<file path="src/rtl/cpu_pkg.sv">
// Shared CPU datapath constants and types used by the register file, the ALU and the control unit.
package cpu_pkg;

  localparam int DATA_W   = 8;
  localparam int ADDR_W   = 3;
  localparam int NUM_REGS = 2 ** ADDR_W;

  typedef logic [ADDR_W-1:0] reg_idx_t;
  typedef logic [DATA_W-1:0] reg_data_t;

endpackage

</file>
<file path="src/rtl/reg_read_port.sv">
// One asynchronous read port of the register file.
// It is an address-indexed mux with an optional same-cycle write bypass.
module reg_read_port #(
  parameter int DATA_W = cpu_pkg::DATA_W,
  parameter int ADDR_W = cpu_pkg::ADDR_W,
  parameter int BYPASS = 0
) (
  input  logic [DATA_W-1:0] regs [2**ADDR_W],
  input  logic [ADDR_W-1:0] rd_addr,
  input  logic              wr_active,
  input  logic [ADDR_W-1:0] wr_addr,
  input  logic [DATA_W-1:0] wr_data,
  output logic [DATA_W-1:0] rd_data
);

  logic bypass_hit;

  // wr_active is already qualified by reset at the top level, so a pending reset
  // never forwards write data.
  always_comb begin
    bypass_hit = (BYPASS != 0) && wr_active && (rd_addr == wr_addr);
    rd_data    = bypass_hit ? wr_data : regs[rd_addr];
  end

endmodule

</file>
<file path="src/rtl/reg_file.sv">
// 8 x 8-bit general-purpose register file feeding the ALU.
// It has two combinational read ports and one synchronous write port with a synchronous reset.
module reg_file #(
  parameter int DATA_W      = cpu_pkg::DATA_W,
  parameter int ADDR_W      = cpu_pkg::ADDR_W,
  parameter int READ_DELAY  = 2,
  parameter int WRITE_DELAY = 1,
  parameter int BYPASS      = 0
) (
  input  logic              CLK,
  input  logic              RESET,
  input  logic [DATA_W-1:0] IN,
  input  logic [ADDR_W-1:0] INADDRESS,
  input  logic              WRITE,
  input  logic [ADDR_W-1:0] OUT1ADDRESS,
  input  logic [ADDR_W-1:0] OUT2ADDRESS,
  output logic [DATA_W-1:0] OUT1,
  output logic [DATA_W-1:0] OUT2
);

  localparam int NUM_REGS = 2 ** ADDR_W;

  // Model timing only exists in simulation builds; synthesis sees zero-delay logic.
`ifdef SIMULATION
  `define RF_WDLY #(WRITE_DELAY)
  `define RF_RDLY #(READ_DELAY)
`else
  `define RF_WDLY
  `define RF_RDLY
`endif

  if (READ_DELAY < 0 || WRITE_DELAY < 0) begin : g_bad_delay
    $error("reg_file: READ_DELAY and WRITE_DELAY must be non-negative");
  end

  logic [DATA_W-1:0] regs [NUM_REGS];
  logic [DATA_W-1:0] rd1_data;
  logic [DATA_W-1:0] rd2_data;
  logic              wr_active;

  // The register array is the only state.
  // Reset takes priority and drops any write in the same cycle.
  always_ff @(posedge CLK) begin
    if (RESET) begin
      for (int i = 0; i < NUM_REGS; i++) begin
        regs[i] <= `RF_WDLY '0;
      end
    end else if (WRITE) begin
      regs[INADDRESS] <= `RF_WDLY IN;
    end
  end

  assign wr_active = WRITE & ~RESET;

  reg_read_port #(
    .DATA_W (DATA_W),
    .ADDR_W (ADDR_W),
    .BYPASS (BYPASS)
  ) u_port1 (
    .regs      (regs),
    .rd_addr   (OUT1ADDRESS),
    .wr_active (wr_active),
    .wr_addr   (INADDRESS),
    .wr_data   (IN),
    .rd_data   (rd1_data)
  );

  reg_read_port #(
    .DATA_W (DATA_W),
    .ADDR_W (ADDR_W),
    .BYPASS (BYPASS)
  ) u_port2 (
    .regs      (regs),
    .rd_addr   (OUT2ADDRESS),
    .wr_active (wr_active),
    .wr_addr   (INADDRESS),
    .wr_data   (IN),
    .rd_data   (rd2_data)
  );

  assign `RF_RDLY OUT1 = rd1_data;
  assign `RF_RDLY OUT2 = rd2_data;

`undef RF_WDLY
`undef RF_RDLY

endmodule
</file>
<file path="config.mk">
export PLATFORM = sky130hd
export DESIGN_NAME = reg_file
export DESIGN_NICKNAME = d
export VERILOG_FILES = /design/src/rtl/cpu_pkg.sv /design/src/rtl/reg_read_port.sv /design/src/rtl/reg_file.sv
export SDC_FILE = /design/constraint.sdc
export NUM_CORES = 1
export LEC_CHECK = 0
export CORE_UTILIZATION = 57
export CTS_CLUSTER_SIZE = 24
export DETAILED_ROUTE_END_ITERATION = 10
export GPL_TIMING_DRIVEN = 0
export PLACE_DENSITY_LB_ADDON = 0.1
export RECOVER_POWER = 50
export SLEW_MARGIN = 30
export SYNTH_ARGS = -nofsm -noshare
export SYNTH_HDL_FRONTEND = slang
export SYNTH_SLANG_ARGS = --single-unit
</file>
<file path="constraint.sdc">
create_clock -name CLK -period 1.9 [get_ports CLK]
set_input_delay 0.38 -clock CLK [delete_from_list [all_inputs] [get_ports CLK]]
set_output_delay 0.38 -clock CLK [all_outputs]
set_load 0.05 [all_outputs]
</file>
==> flow_results.xml, run 1 <==
<?xml version="1.0" encoding="UTF-8"?>
<metrics>
  <group name="status">
    <metric name="status" unit="">finished, violations left</metric>
    <metric name="violations" unit="">negative setup slack</metric>
  </group>
  <group name="timing">
    <metric name="post-route-worst-setup-slack" unit="ns">-0.118</metric>
    <metric name="fmax" unit="MHz">495</metric>
    <metric name="worst_tran_pin_value" unit="ns">0.688</metric>
    <metric name="report.final.hold_viol_count" unit="">0</metric>
    <metric name="timing.final.crit_period" unit="ns">2.02</metric>
    <metric name="rsz0062_at_grt" unit="">yes</metric>
    <metric name="finalHoldWorstSlack" unit="ns">0.406</metric>
    <metric name="timing.final.max_slew_violations" unit="">0</metric>
    <metric name="finalCritPeriodShare" unit="%">106</metric>
    <metric name="max_slew_margin" unit="%">54.1</metric>
    <metric name="finalSetupTns" unit="ns">-1.52</metric>
    <metric name="timing.clock.skew" unit="ns">0</metric>
    <metric name="timing.final.setup_violations" unit="">16</metric>
  </group>
  <group name="yosys">
    <metric name="synth.yosys.seq_area_share" unit="%">36.7</metric>
    <metric name="netlist-cell-type-count" unit="">20</metric>
    <metric name="ys_dominant_reg_cell" unit="">dfxtp_1</metric>
    <metric name="async_reset_ff_share" unit="%">0</metric>
    <metric name="netlist_area" unit="um^2">3490</metric>
    <metric name="synth_enable_flop_cells" unit="">0</metric>
    <metric name="syn_nets" unit="">350</metric>
    <metric name="avgSynthCellArea" unit="um^2">10.6</metric>
    <metric name="ys_warn_count" unit="">0</metric>
    <metric name="ys_ff_latch" unit="">64</metric>
    <metric name="netlist_instances" unit="">330</metric>
  </group>
  <group name="global_route">
    <metric name="grt_first_pass_wirelength" unit="um">14400</metric>
    <metric name="total_routing_usage_reported_by_global_routing" unit="%">31.7</metric>
    <metric name="antenna_violations_before_repair" unit="">0</metric>
    <metric name="maximum_number_of_pins_on_one_net_before_global_route_repair" unit="">11</metric>
    <metric name="grt_pass1_vias" unit="">2764</metric>
    <metric name="global_route.overflow_total" unit="">0</metric>
  </group>
  <group name="clocking">
    <metric name="cts_hold_buffers" unit="">0</metric>
    <metric name="clockBufferDepth" unit="">2</metric>
    <metric name="cts.sinks" unit="">64</metric>
    <metric name="clock_latency_of_the_later_clocked_register_in_the_worst_skew_pair" unit="ns">0.35</metric>
    <metric name="htree_levels" unit="">3</metric>
    <metric name="cts_inserted_buffers" unit="">9</metric>
    <metric name="cts_tree" unit="">yes</metric>
    <metric name="cts_root_buffer" unit="">clkbuf_8</metric>
    <metric name="cts.reportedPaths.clkPinSlew" unit="ns">0.07</metric>
  </group>
  <group name="detailed_routing">
    <metric name="postRouteAntennaNets" unit="">0</metric>
    <metric name="via_per_inst" unit="">6.20</metric>
    <metric name="route.final.wire_length" unit="um">9540</metric>
    <metric name="drc" unit="">0</metric>
    <metric name="drt_first_iter_violations" unit="">236</metric>
    <metric name="routed-via-count" unit="">2792</metric>
    <metric name="routed_wire_length_per_instance" unit="um">21.2</metric>
    <metric name="drtPass1Iterations" unit="">5</metric>
  </group>
  <group name="placement">
    <metric name="hpwl" unit="um">6220</metric>
    <metric name="post-place-ws" unit="ns">-0.744</metric>
    <metric name="dp.cells" unit="">425</metric>
    <metric name="detailed_place.area" unit="um^2">3800</metric>
    <metric name="gp_routability_congestion" unit="">0.799</metric>
    <metric name="port_buffers" unit="">20</metric>
  </group>
  <group name="setup_path">
    <metric name="critical_path_arrival" unit="ns">1.64</metric>
    <metric name="critical_path_required" unit="ns">1.52</metric>
    <metric name="timing.critical_path.from_type" unit="">flop</metric>
    <metric name="cp_max_fo" unit="">3</metric>
    <metric name="end_kind" unit="">output pin</metric>
    <metric name="worst-setup-path-type" unit="">reg2out</metric>
  </group>
  <group name="power_and_ir_drop">
    <metric name="ir_worst_vdd" unit="mV">0.579</metric>
    <metric name="clkPwrFrac" unit="%">42.1</metric>
    <metric name="p_leak" unit="nW">1.50</metric>
    <metric name="power_density" unit="nW/um^2">749</metric>
    <metric name="power_switching" unit="uW">778</metric>
    <metric name="power_frac_seq" unit="%">44.9</metric>
    <metric name="share_comb_of_total_power" unit="%">13.1</metric>
    <metric name="power_report.internal_total" unit="mW">2.33</metric>
    <metric name="netSwitchingFraction" unit="%">25.0</metric>
  </group>
  <group name="finish">
    <metric name="largest_registers" unit="">regs x64</metric>
    <metric name="diodes" unit="">0</metric>
    <metric name="post_layout_nonfiller_instances" unit="">450</metric>
    <metric name="final_layout_size_suffix_gt1_share" unit="%">34.1</metric>
    <metric name="syn2layout_area_growth" unit="%">18.9</metric>
    <metric name="stdcell_area" unit="um^2">4150</metric>
    <metric name="largest_register" unit="">regs</metric>
    <metric name="nets" unit="">390</metric>
    <metric name="largest_reg_flops" unit="">64</metric>
  </group>
  <group name="floorplanning">
    <metric name="ios" unit="">36</metric>
    <metric name="core-area" unit="um^2">5920</metric>
    <metric name="die_area" unit="um^2">6440</metric>
    <metric name="placement_rows" unit="">28</metric>
    <metric name="die_w" unit="um">80.2</metric>
    <metric name="start_util" unit="%">58.9</metric>
    <metric name="die_y" unit="um">80.2</metric>
  </group>
  <group name="job">
    <metric name="max_cap_violations" unit="">0</metric>
  </group>
  <group name="worst_hold_path">
    <metric name="hp_class" unit="">in2reg</metric>
  </group>
</metrics>
## worst max-delay path, cell delays in order (launching register included)
cell and delay, ns:
dfxtp_2 0.33, mux4_2 0.49, mux2_4 0.31, buf_8 0.15
## layout make-up
| type | instances | area [um^2] |
|---|---|---|
| well taps | 75 | 93.8 |
| repair buffers | 29 | 338 |
| multi-input cells | 229 | 1920 |
| plain buffers | 37 | 268 |
| clock inverters | 3 | 65.1 |
| flip-flops and latches | 64 | 1320 |
| fillers | 470 | 1770 |
| clock buffers | 13 | 149 |
## layer usage
layer / global-route usage (%) / share of wire, % / wire length, um / vias up
met5: 0 / 0 / 0 / -
met4: 14.3 / 3.3 / 319 / 0
met3: 7.84 / 7.5 / 712 / 32
met2: 51.7 / 49 / 4700 / 142
met1: 39.6 / 40 / 3800 / 1355
li1: - / - / - / 1263
## metrics by stage
stage               total power [mW]  util (%)
floorplan                       1.67         -
finish                          3.11      70.1
global placement                1.76      64.2
global route                    3.19      70.1
detailed placement              1.77      64.2
CTS                             3.10      69.7
## worst paths after layout
path            start        to  slack (ns)  depth (start not counted)
min reg2reg  regs[21]  regs[21]        0.46                          2
max reg2reg  regs[53]  regs[53]        1.15                          3
min             IN[2]  regs[10]        0.41                          3
max          regs[23]   OUT1[7]       -0.12                          3
## power by group through the flow
stage          Clock [mW]  Combinational [mW]  Sequential, mW
2_1_floorplan           0               0.255            1.41
3_3_place_gp            0               0.347            1.42
3_5_place_dp            0               0.351            1.42
4_1_cts              1.31               0.399            1.39
5_1_grt              1.37               0.428            1.40
6_report             1.31               0.406            1.39
## cells by family (layout without fill, tap and decap cells)
logic type | count (synthesis) | count (layout) | synth area share, %
muxes | 72 | 72 | 36.1
buffers and inverters | 37 | 82 | 6.60
AOI/OAI and AO/OA | 40 | 40 | 5.74
DFF | 64 | 64 | 36.7
and+or+nand+nor | 117 | 117 | 14.8
## synthesized netlist by cell type, types with 4 or more instances
library cell / n / area share, %
a21oi_1: 40 / 5.7
buf_6: 4 / 1.3
clkbuf_1: 19 / 2.0
buf_8: 4 / 1.7
dfxtp_1: 64 / 37
mux4_1: 32 / 24
nand2_1: 80 / 8.6
mux2i_1: 24 / 6.9
buf_2: 4 / 0.57
mux2_2: 16 / 5.2
nor2_1: 24 / 2.6
## timing repair
item	in CTS	in global routing
buffers inserted	8	1
setup endpoints to repair	16	24
resized for setup	175	23
## layout by cell type, fill, tap and decap left out, drive strengths merged, types with 16 or more instances in the layout
master  instances
nand2          80
dfxtp          64
clkbuf         34
mux2           16
nor2           24
mux2i          24
buf            41
mux4           32
a21oi          40
Power figures use the tool's default switching activity.
==> run 2: changes to the inputs <==
Settings changed: ABC_AREA set to 1, CORE_UTILIZATION 57 to 58.
==> flow_results.xml, run 2 <==
<?xml version="1.0" encoding="UTF-8"?>
<metrics>
  <group name="timing">
    <metric name="finalCritPeriodShare" unit="%">96.7</metric>
    <metric name="timing.clock.skew" unit="ns">0</metric>
    <metric name="finalSetupTns" unit="ns">0</metric>
    <metric name="timing.final.max_slew_violations" unit="">0</metric>
    <metric name="post-route-worst-setup-slack" unit="ns">0.0626</metric>
    <metric name="worst_tran_pin_value" unit="ns">0.473</metric>
    <metric name="report.final.hold_viol_count" unit="">0</metric>
    <metric name="max_slew_margin" unit="%">68.5</metric>
    <metric name="rsz0062_at_grt" unit="">no</metric>
    <metric name="fmax" unit="MHz">544</metric>
    <metric name="finalHoldWorstSlack" unit="ns">0.493</metric>
    <metric name="timing.final.setup_violations" unit="">0</metric>
    <metric name="timing.final.crit_period" unit="ns">1.84</metric>
  </group>
  <group name="clocking">
    <metric name="cts_hold_buffers" unit="">0</metric>
    <metric name="clock_latency_of_the_later_clocked_register_in_the_worst_skew_pair" unit="ns">0.33</metric>
    <metric name="cts_tree" unit="">yes</metric>
    <metric name="cts_inserted_buffers" unit="">9</metric>
    <metric name="clockBufferDepth" unit="">2</metric>
    <metric name="cts.reportedPaths.clkPinSlew" unit="ns">0.07</metric>
    <metric name="cts_root_buffer" unit="">clkbuf_8</metric>
    <metric name="htree_levels" unit="">3</metric>
    <metric name="cts.sinks" unit="">64</metric>
    <metric name="cts_repair_resize_count" unit="">82</metric>
    <metric name="post-cts-setup-buffers" unit="">0</metric>
  </group>
  <group name="global_route">
    <metric name="grt_pass1_vias" unit="">3864</metric>
    <metric name="maximum_number_of_pins_on_one_net_before_global_route_repair" unit="">11</metric>
    <metric name="grt_first_pass_wirelength" unit="um">19400</metric>
    <metric name="total_routing_usage_reported_by_global_routing" unit="%">35.9</metric>
    <metric name="global_route.overflow_total" unit="">0</metric>
    <metric name="antenna_violations_before_repair" unit="">0</metric>
  </group>
  <group name="power_and_ir_drop">
    <metric name="post-layout-total-power" unit="mW">3.30</metric>
    <metric name="power_density" unit="nW/um^2">762</metric>
    <metric name="ir_worst_vdd" unit="mV">0.635</metric>
    <metric name="p_leak" unit="nW">2.24</metric>
  </group>
  <group name="finish">
    <metric name="final_layout_size_suffix_gt1_share" unit="%">11.4</metric>
    <metric name="diodes" unit="">0</metric>
    <metric name="largest_register" unit="">regs</metric>
    <metric name="nets" unit="">714</metric>
    <metric name="fillCellCount" unit="">624</metric>
    <metric name="stdcell_area" unit="um^2">4330</metric>
    <metric name="layout.cells.most_common" unit="">nand2_1</metric>
    <metric name="syn2layout_area_growth" unit="%">13.8</metric>
    <metric name="layout_common_cells" unit="">nand2_1 (208), nor2_1 (129), inv_1 (69)</metric>
    <metric name="largest_reg_flops" unit="">64</metric>
    <metric name="layout.core_utilization" unit="%">68.2</metric>
    <metric name="largest_registers" unit="">regs x64</metric>
    <metric name="post_layout_nonfiller_instances" unit="">776</metric>
  </group>
  <group name="floorplanning">
    <metric name="die_w" unit="um">83.0</metric>
    <metric name="ios" unit="">36</metric>
    <metric name="core-area" unit="um^2">6350</metric>
    <metric name="die_area" unit="um^2">6890</metric>
    <metric name="placement_rows" unit="">29</metric>
    <metric name="die_y" unit="um">83.0</metric>
    <metric name="start_util" unit="%">59.9</metric>
  </group>
  <group name="yosys">
    <metric name="netlist-cell-type-count" unit="">16</metric>
    <metric name="netlist_area" unit="um^2">3800</metric>
    <metric name="ys_ff_latch" unit="">64</metric>
    <metric name="yosysMostFrequentCell" unit="">nand2_1</metric>
    <metric name="ys_warn_count" unit="">0</metric>
    <metric name="post_synth_most_frequent_cells" unit="">nand2_1 (208), nor2_1 (129), inv_1 (71)</metric>
    <metric name="yosys.area.top_type_share" unit="%">33.7</metric>
    <metric name="synth.yosys.seq_area_share" unit="%">33.7</metric>
    <metric name="avgSynthCellArea" unit="um^2">5.82</metric>
    <metric name="async_reset_ff_share" unit="%">0</metric>
    <metric name="synth_area_leaders" unit="">dfxtp_1 (34%), nand2_1 (21%), nor2_1 (13%), nand3_1 (8.4%), o21ai_0 (8.4%)</metric>
    <metric name="netlist_instances" unit="">654</metric>
    <metric name="syn_nets" unit="">674</metric>
    <metric name="synth_enable_flop_cells" unit="">0</metric>
    <metric name="ys_dominant_reg_cell" unit="">dfxtp_1</metric>
    <metric name="synth_top_area_cell" unit="">dfxtp_1</metric>
  </group>
  <group name="setup_path">
    <metric name="r2r_end" unit="">regs[7]</metric>
    <metric name="worst-setup-path-type" unit="">reg2out</metric>
    <metric name="timing.critical_path.from_type" unit="">flop</metric>
    <metric name="cp_max_fo" unit="">2</metric>
    <metric name="setup.reg_to_reg.worst_slack" unit="ns">1.16</metric>
    <metric name="critical_path_arrival" unit="ns">1.46</metric>
    <metric name="ff2ff_path_depth" unit="">2</metric>
    <metric name="end_kind" unit="">output pin</metric>
    <metric name="rr_startpoint" unit="">regs[7]</metric>
    <metric name="critical_path_required" unit="ns">1.52</metric>
  </group>
  <group name="status">
    <metric name="status" unit="">completed</metric>
  </group>
  <group name="placement">
    <metric name="hpwl" unit="um">9060</metric>
    <metric name="gp_routability_congestion" unit="">0.953</metric>
    <metric name="dp.cells" unit="">760</metric>
    <metric name="port_buffers" unit="">29</metric>
    <metric name="detailed_place.area" unit="um^2">4190</metric>
    <metric name="post-place-ws" unit="ns">-0.584</metric>
  </group>
  <group name="detailed_routing">
    <metric name="drt_first_iter_violations" unit="">529</metric>
    <metric name="routed_wire_length_per_instance" unit="um">15.5</metric>
    <metric name="route.final.wire_length" unit="um">12100</metric>
    <metric name="postRouteAntennaNets" unit="">0</metric>
    <metric name="routed-via-count" unit="">4291</metric>
    <metric name="via_per_inst" unit="">5.53</metric>
    <metric name="drtPass1Iterations" unit="">8</metric>
    <metric name="drc" unit="">0</metric>
  </group>
  <group name="worst_hold_path">
    <metric name="worst_hold_path.endpoint" unit="">regs[45]</metric>
    <metric name="hold-path-cell-count" unit="">2</metric>
    <metric name="hp_class" unit="">reg2reg</metric>
    <metric name="worst_hold_startpoint" unit="">regs[45]</metric>
  </group>
  <group name="job">
    <metric name="max_cap_violations" unit="">0</metric>
  </group>
</metrics>
-- run 2: changes by cell type in the layout (fill, tap and decap cells not counted), moves of 12 or more --
cell and delta:
nand2_1 +128, nor2_1 +105, inv_1 +69, nand3_1 +64
o21ai_0 +64, a21oi_1 -40, mux4_2 -30, dfxtp_1 +28
dfxtp_2 -28, mux2i_1 -24, buf_2 +20, buf_8 -14
clkbuf_1 -14, mux2_4 -12
-- run 2: metal layers --
metal	up-vias	part of all wire (%)	GRT usage [%]
li1	2076	-	-
met1	1916	43	49.7
met2	277	44	54.9
met3	22	12	7.26
met4	0	1.9	13.9
met5	-	0	0
-- run 2: area by class of cell --
| class | count | area, um^2 | area share [%] |
|---|---|---|---|
| clock inverter | 3 | 40.0 | 0.925 |
| buffer | 28 | 166 | 3.84 |
| clock buffer | 13 | 159 | 3.67 |
| sequential | 64 | 1280 | 29.6 |
| multi-input combinational | 478 | 2030 | 46.9 |
| tap | 77 | 96.3 | 2.22 |
| timing repair buffer | 29 | 228 | 5.26 |
| inverter | 84 | 328 | 7.57 |
-- run 2: logic make-up after synthesis --
group | after synthesis | synth area share [%]
buffers and inverters | 112 | 12.9
AOI/OAI and AO/OA | 64 | 8.42
DFF | 64 | 33.7
and+or+nand+nor | 414 | 45.0
-- run 2: how the worst max path moves through the flow --
stage | start | depth (start not counted) | slack [ns] | end
floorplan | OUT1ADDRESS[1] | 7 | 0.19 | OUT1[5]
global placement | OUT1ADDRESS[1] | 8 | -0.57 | OUT1[1]
detailed placement | OUT1ADDRESS[1] | 8 | -0.58 | OUT1[1]
CTS | OUT1ADDRESS[1] | 8 | 0.01 | OUT1[5]
global route | regs[54] | 7 | 0.003 | OUT2[6]
finish | regs[7] | 7 | 0.06 | OUT1[7]
-- run 2: worst max-delay path, cell delays in order, from the launching register on --
cell and delay [ns]:
dfxtp_1 0.41, inv_1 0.08, nand2_1 0.06, nand3_1 0.07
nand2_1 0.10, nand2_1 0.07, nand2_1 0.08, buf_2 0.26
-- run 2: power by group --
group | total, mW | switching (mW) | internal (mW) | leakage, nW
Clock | 1.17 | 0.494 | 0.674 | 0.103
Sequential | 1.42 | 0.0299 | 1.39 | 0.520
Combinational | 0.711 | 0.496 | 0.215 | 1.61
Total | 3.30 | 1.02 | 2.28 | 2.24
